[src/rtl/bnn_fc_score.sv]
// bnn_fc_score: XNOR-popcount scoring of two output neurons, scaled and saturated to signed scores.
module bnn_fc_score #(
  parameter int P         = 8,
  parameter int NUM_BEATS = 8,
  parameter int SCORE_W   = 4,
  parameter int SHIFT     = 3
) (
  input  logic               clk,
  input  logic               rst,
  input  logic               in_valid,
  output logic               in_ready,
  input  logic               in_last,
  input  logic [P-1:0]       act,
  input  logic [P-1:0]       w0,
  input  logic [P-1:0]       w1,
  output logic [SCORE_W-1:0] score0,
  output logic [SCORE_W-1:0] score1,
  output logic               out_valid,
  output logic               len_err
);
  localparam int N  = P * NUM_BEATS;
  localparam int AW = $clog2(N + 1);
  localparam int DW = AW + 2;
  localparam int CW = $clog2(NUM_BEATS + 1);
  localparam logic signed [DW-1:0] SMAX = DW'(2 ** (SCORE_W - 1) - 1);
  localparam logic signed [DW-1:0] SMIN = ~SMAX;

  typedef enum logic [1:0] {IDLE, ACCUM, SCALE, OUT} state_t;

  state_t          state, state_n;
  logic [AW-1:0]   acc0, acc1;
  logic [CW-1:0]   beat_cnt;
  logic            miss_q, err_q;
  logic            accept, final_beat;

  function automatic logic [AW-1:0] pop(input logic [P-1:0] v);
    pop = '0;
    for (int i = 0; i < P; i++) pop = pop + AW'(v[i]);
  endfunction

  // bipolar dot = 2*matches - N, floored by the shift, then clamped to the score range
  function automatic logic [SCORE_W-1:0] sat(input logic [AW-1:0] a);
    logic signed [DW-1:0] d, s;
    d = $signed({1'b0, a, 1'b0}) - $signed(DW'(N));
    s = d >>> SHIFT;
    sat = s > SMAX ? SCORE_W'(SMAX) : s < SMIN ? SCORE_W'(SMIN) : s[SCORE_W-1:0];
  endfunction

  assign in_ready   = state == IDLE || state == ACCUM;
  assign accept     = in_valid && in_ready;
  assign final_beat = beat_cnt == CW'(NUM_BEATS - 1);
  assign out_valid  = state == OUT;
  assign len_err    = err_q || (state == OUT && miss_q);

  always_comb begin
    state_n = state;
    if (accept) state_n = final_beat ? SCALE : in_last ? IDLE : ACCUM;
    else if (state == SCALE) state_n = OUT;
    else if (state == OUT) state_n = IDLE;
  end

  always_ff @(posedge clk) begin
    if (rst) begin
      state    <= IDLE;
      acc0     <= '0;
      acc1     <= '0;
      beat_cnt <= '0;
      score0   <= '0;
      score1   <= '0;
      miss_q   <= 1'b0;
      err_q    <= 1'b0;
    end else begin
      state <= state_n;
      err_q <= accept && in_last && !final_beat;
      if (accept) begin
        acc0     <= (state == IDLE ? '0 : acc0) + pop(~(act ^ w0));
        acc1     <= (state == IDLE ? '0 : acc1) + pop(~(act ^ w1));
        beat_cnt <= (final_beat || in_last) ? '0 : beat_cnt + 1'b1;
        miss_q   <= !in_last;
        if (in_last && !final_beat) begin
          acc0 <= '0;
          acc1 <= '0;
        end
      end
      if (state == SCALE) begin
        score0 <= sat(acc0);
        score1 <= sat(acc1);
        acc0   <= '0;
        acc1   <= '0;
      end
    end
  end
endmodule

[config.mk]
export PLATFORM = sky130hd
export DESIGN_NAME = bnn_fc_score
export DESIGN_NICKNAME = d
export VERILOG_FILES = /design/src/rtl/bnn_fc_score.sv
export SDC_FILE = /design/constraint.sdc
export NUM_CORES = 1
export LEC_CHECK = 0
export BUFFER_PORTS_ARGS = -buffer_cell sky130_fd_sc_hd__buf_2
export CAP_MARGIN = 20
export CORE_UTILIZATION = 40
export CTS_BUF_LIST = sky130_fd_sc_hd__clkbuf_16
export CTS_CLUSTER_DIAMETER = 30
export DETAILED_ROUTE_END_ITERATION = 10
export PLACE_DENSITY = 0.59
export SLEW_MARGIN = 20
export SYNTH_ARGS = -nofsm -noshare
export SYNTH_HDL_FRONTEND = slang
export SYNTH_SLANG_ARGS = --single-unit
[constraint.sdc]
create_clock -name clk -period 7.7 [get_ports clk]
set_clock_uncertainty 0.05 [all_clocks]
set_input_delay 0 -clock clk [delete_from_list [all_inputs] [get_ports clk]]
set_output_delay 0 -clock clk [all_outputs]
set_load 0.05 [all_outputs]
[Word-level counts from Yosys, hierarchy flattened]
Cells that the tools add are included.
Storage, ports and cells
  bits in registers: 30
  bits of input ports: 28
  output and inout bits: 11
Operators by class
  add/subtract/negate cells: 19
  order comparisons: 4
  equality and inequality tests: 4
  mux-type cells: 14
  bitwise gates (word level): 4
  reduce and logical (&&, ||, !) cells: 13
Operators with widths (number)
  7-bit two-way mux: 4
  4-bit two-way mux: 5
  8-bit by 7-bit subtractor with 9-bit output, second input constant: 2
  8-bit inverter: 2
  8-bit bitwise XOR: 2
  6-bit by 1-bit adder with 7-bit output: 2
  7-bit by 1-bit adder with 7-bit output: 2
  7-bit adder: 2
  5-bit by 1-bit adder with 6-bit output: 2
  6-bit by 4-bit > comparator with 1-bit output, second input constant: 2
  6-bit by 4-bit < comparator with 1-bit output, second input constant: 2
  4-bit by 1-bit adder with 5-bit output: 2
  3-bit by 1-bit adder with 4-bit output: 2
  2-bit two-way mux: 4
  2-bit by 1-bit adder with 3-bit output: 2
  1-bit logical AND: 5
  1-bit by 1-bit adder with 2-bit output: 2
  4-bit by 1-bit adder with 4-bit output, second input constant: 1
  2-bit == test, second input constant: 2
  4-bit by 3-bit == test with 1-bit output, second input constant: 1
  1-bit logical OR: 3
  3-bit nonzero test: 1
  2-bit by 1-bit == test with 1-bit output, second input constant: 1
  1-bit zero test: 2
  3 further kinds: 3

[Depth between registers and ports, before layout]
  depth after elaboration: 11
  depth in mapped cells: 12
  gate-level depth less buffers: 11

[Worst setup path before layout]
Ideal clock, no wire load.
  kind: register -> register
  from: register state[1]
  to: register acc1[6]
  library setup time: 91 ps
  data arrival time: 3804 ps
  data required time: 7559 ps
  slack: 3755 ps
  cell stages (with the launch flop): 13
  path buffers: 1
  period minus slack after synthesis: 3945 ps
  path through: dfxtp_1 > buf_2 > o21ai_0 > fa_1 > fa_1 > inv_1 > fa_1 > fa_1 > fa_1 > a21o_1 > a21oi_1 > o21ai_0 > a311oi_1
Between the ends
  longest elaborated chain between the ends: 4
RTL lines
  start, declared: RTL line 30  | state_t state, state_n;
  start signal, assigned: RTL line 73  | state <= state_n;
  2-bit zero test: RTL line 49, 77
  7-bit two-way mux: RTL line 77  | acc1 <= (state == IDLE ? '0 : acc1) + pop(~(act ^ w1));
  7-bit adder: RTL line 77
  7-bit two-way mux: RTL line 80  | if (in_last && !final_beat) begin
  end signal, assigned: RTL line 77
  end, declared: RTL line 31  | logic [AW-1:0] acc0, acc1;
Several ways; a longest one is shown, not always the timed one.
A chain may end at the register's enable or synchronous reset.

[Worst setup path in the final report]
Ends and elaborated chain as after synthesis.

==> impl_results.html <==
<table>
<tr><th>Metric</th><th>Value</th></tr>
<tr><th colspan="2">Outcome</th></tr>
<tr><td>Status</td><td>finished, final reports clean</td></tr>
<tr><th colspan="2">Global route</th></tr>
<tr><td>Pin count of the biggest net entering global routing</td><td>24</td></tr>
<tr><td>Global route total overflow</td><td>0</td></tr>
<tr><td>GRT Overall Usage</td><td>~18%</td></tr>
<tr><td>Number of antenna violations at the first check in global routing</td><td>0</td></tr>
<tr><td>Vias in the first global route</td><td>1,571</td></tr>
<tr><td>First-pass GRT wire length</td><td>around 7.3 mm</td></tr>
<tr><th colspan="2">CTS</th></tr>
<tr><td>CTS tree</td><td>yes</td></tr>
<tr><td>Post-CTS resize count</td><td>0</td></tr>
<tr><td>Total CTS buffers</td><td>5</td></tr>
<tr><td>Number of buffers on the longest clock path</td><td>2</td></tr>
<tr><td>Clock root buffer master</td><td>clkbuf_16</td></tr>
<tr><td>Clock sink total</td><td>30</td></tr>
<tr><td>Clock input transition at the sequential cells of the worst setup and hold paths</td><td>50 ps</td></tr>
<tr><td>Number of H-tree levels</td><td>2</td></tr>
<tr><td>Clock latency at the later pin of the worst-skew pair</td><td>270 ps</td></tr>
<tr><th colspan="2">Setup path</th></tr>
<tr><td>Data required time of the critical path</td><td>around 7800 ps</td></tr>
<tr><td>Critical path class</td><td>flip-flop to flip-flop</td></tr>
<tr><td>Startpoint type of the worst setup path</td><td>flip-flop</td></tr>
<tr><td>Crit Path Max Fanout</td><td>12</td></tr>
<tr><td>Data arrival time of the worst path</td><td>roughly 4300 ps</td></tr>
<tr><td>Capturing element type of the critical path</td><td>flip-flop</td></tr>
<tr><th colspan="2">Synthesis</th></tr>
<tr><td>Commonest register cell after synthesis</td><td>dfxtp_1</td></tr>
<tr><td>Most frequent cell after synthesis</td><td>dfxtp_1</td></tr>
<tr><td>Post-synthesis cell type count</td><td>35</td></tr>
<tr><td>Number of instances in the synthesized netlist</td><td>about 230</td></tr>
<tr><td>Top cells by instance count after synthesis</td><td>dfxtp_1 (30), nor2_1 (22), ha_1 (17), nand2_1 (16)</td></tr>
<tr><td>Post-Syn Area</td><td>~2000 um2</td></tr>
<tr><td>Register area share after synthesis</td><td>29.41%</td></tr>
<tr><td>Synth top area share</td><td>~29%</td></tr>
<tr><td>Share of synthesized registers carrying an async set or reset</td><td>0%</td></tr>
<tr><td>Yosys warning count</td><td>0</td></tr>
<tr><td>Flip-flop and latch count after synthesis</td><td>30</td></tr>
<tr><td>Cell type with the largest total area after synthesis</td><td>dfxtp_1</td></tr>
<tr><td>Count of flip-flops with a built-in enable after synthesis</td><td>0</td></tr>
<tr><td>Synthesized netlist net count</td><td>approximately 280</td></tr>
<tr><td>Mapped Avg Cell Area</td><td>roughly 9.0 um2</td></tr>
<tr><td>Leading cell types by total area after synthesis</td><td>dfxtp_1 (29%), ha_1 (10%), fa_1 (9.8%)</td></tr>
<tr><th colspan="2">Timing</th></tr>
<tr><td>Post-route minimum period</td><td>roughly 4200 ps</td></tr>
<tr><td>Slew at the pin closest to its max-slew limit</td><td>approximately 1000 ps</td></tr>
<tr><td>Sum of negative setup slack</td><td>0 ps</td></tr>
<tr><td>Max_slew headroom</td><td>between 30% and 40%</td></tr>
<tr><td>Total setup violations reported at the end of the flow</td><td>0</td></tr>
<tr><td>Setup repair after global routing missed its margin</td><td>no</td></tr>
<tr><td>Final count of pins violating max slew</td><td>0</td></tr>
<tr><td>Hold violation count in the final report</td><td>0</td></tr>
<tr><td>FMAX</td><td>around 240 MHz</td></tr>
<tr><td>Final cycle utilization of the critical path</td><td>between 50% and 60%</td></tr>
<tr><th colspan="2">Power and ir drop</th></tr>
<tr><td>Peak supply drop</td><td>0.1060 mV</td></tr>
<tr><td>Pwr Density</td><td>about 200 nW/um2</td></tr>
<tr><td>Cell leakage power</td><td>~1.1 nW</td></tr>
<tr><td>Total power after layout</td><td>a little under 0.5 mW</td></tr>
<tr><th colspan="2">Layout</th></tr>
<tr><td>Layout fillers</td><td>495</td></tr>
<tr><td>Area growth from synthesis to layout</td><td>18.75%</td></tr>
<tr><td>Share of final-layout standard cells stronger than drive strength 1</td><td>between 10% and 20%</td></tr>
<tr><td>Diodes inserted</td><td>0</td></tr>
<tr><td>Number of nets in the final layout</td><td>approximately 320</td></tr>
<tr><th colspan="2">Placed design</th></tr>
<tr><td>DPL Wire Length</td><td>approximately 3.3 mm</td></tr>
<tr><td>Input/output buffers</td><td>38</td></tr>
<tr><td>Routability Congestion</td><td>about 0.83</td></tr>
<tr><th colspan="2">Die</th></tr>
<tr><td>Die X</td><td>between 70 and 80 um</td></tr>
<tr><td>Core area</td><td>about 4800 um2</td></tr>
<tr><td>Die ar.</td><td>between 5000 and 6000 um2</td></tr>
<tr><td>Starting density of the core</td><td>a little over two fifths</td></tr>
<tr><td>Vertical extent of the die</td><td>around 73 um</td></tr>
<tr><td>Total I/O pin count</td><td>39</td></tr>
<tr><td>Std-Cell Rows</td><td>25</td></tr>
<tr><th colspan="2">Drt</th></tr>
<tr><td>Via-per-instance ratio</td><td>approximately 5.1</td></tr>
<tr><td>Number of nets still failing antenna checks after routing</td><td>0</td></tr>
<tr><td>Number of search-and-repair iterations in the first detailed-routing pass</td><td>4</td></tr>
<tr><td>Detailed Route WL</td><td>between 4 and 5 mm</td></tr>
<tr><td>Routed length per placed instance</td><td>13.07 um</td></tr>
<tr><td>DRC violations left</td><td>0</td></tr>
<tr><td>Routed vias</td><td>approximately 1,700</td></tr>
<tr><td>Drt first-iter violations</td><td>65</td></tr>
<tr><th colspan="2">Flow run</th></tr>
<tr><td>MaxCap Viol Count</td><td>0</td></tr>
<tr><th colspan="2">Min path</th></tr>
<tr><td>Min-delay worst type</td><td>primary input to flip-flop</td></tr>
</table>
power breakdown:
part | switching (mW) | internal (mW) | total [mW]
combinational | 0.0756 | 0.0688 | 0.144
sequential | 0.00457 | 0.163 | 0.167
clock | 0.0672 | 0.118 | 0.185
total | 0.147 | 0.349 | 0.496
path summary, 6_finish.rpt:
path	start	endpoint	slack, ps	cells past startpoint
worst max-delay path	state[1]	acc1[6]	3500	11
worst min-delay path	rst	miss_q	60	2
worst max register to register	state[1]	acc1[6]	3500	11
worst min register to register	score1[3]	score1[3]	410	2
cell families after synthesis:
group                    synth area share (%)
AND/OR/NAND/NOR                         18.44
AO/OA/AOI/OAI                           18.32
flip-flops                              29.41
multiplexers                           0.4902
adder cells (fa/ha/maj)                 20.22
XOR/XNOR                                9.007
buffers and inverters                   4.105
routing by layer:
layer	part of all wire [%]	up-vias	wire length (um)	track usage (%)
li1	-	866	-	-
met1	49	807	2144	23.76
met2	48	23	2070	29.15
met3	2.6	2	112	4.115
met4	0.23	0	10	3.846
met5	0	-	0	0
through the flow:
stage	instances	hold WS, ps	setup slack (ps)	util, %	cell area [um2]
2_1_floorplan	228	68.31	3755	-	2042
3_3_place_gp	323	264.0	3573	47.19	2273
3_5_place_dp	323	264.3	3461	47.19	2273
4_1_cts	332	65.34	3484	50.34	2425
5_1_grt	332	79.75	3212	50.34	2425
6_report	332	64.44	3496	50.34	2425
flip-flops by register name, indices dropped and copies added, names as in the netlist:
name / flops
acc0: 7
score1: 4
score0: 4
acc1: 7
beat_cnt: 4
err_q: 1
miss_q: 1
state: 2
repair_timing:
action                    4_1_cts  5_1_grt
hold buffers                    1        0
setup buffers                   0        0
hold endpoints to repair        1        0
cell usage in the layout, fill, tap and decap left out, types with 3 or more instances in the layout:
master / Yosys / final
nand2b_1: 3 / 3
a41oi_1: 3 / 3
a311oi_1: 3 / 3
a21o_1: 7 / 7
nand2_1: 16 / 16
xor2_1: 11 / 11
clkbuf_16: 0 / 5
buf_2: 4 / 38
fa_1: 10 / 10
nor2b_1: 8 / 8
ha_1: 17 / 17
o21ai_0: 8 / 8
a211o_1: 4 / 4
dfxtp_1: 30 / 30
inv_1: 11 / 11
nor2_1: 22 / 22
nor3_1: 13 / 13
xnor2_1: 10 / 10
nand3_1: 3 / 3
a21oi_1: 13 / 13
a22oi_1: 7 / 7
cell type report:
| class | instances | area, um2 | area share, % |
|---|---|---|---|
| Multi-Input combinational cell | 177 | 1358 | 55.99 |
| Sequential cell | 30 | 600.6 | 24.77 |
| Timing Repair Buffer | 39 | 200.2 | 8.256 |
| Clock buffer | 5 | 125.1 | 5.160 |
| Tap cell | 67 | 83.83 | 3.457 |
| Inverter | 11 | 41.29 | 1.703 |
| Clock inverter | 3 | 16.27 | 0.6708 |
worst max-delay path: stages (launching register included):
cell,delay [ps]
dfxtp_1,550
o21ai_0,200
fa_1,530
fa_1,540
inv_1,50
fa_1,500
fa_1,490
fa_1,430
a21o_1,210
a21oi_1,190
o21ai_0,110
a311oi_1,260
(Power assumes the default switching activity.)
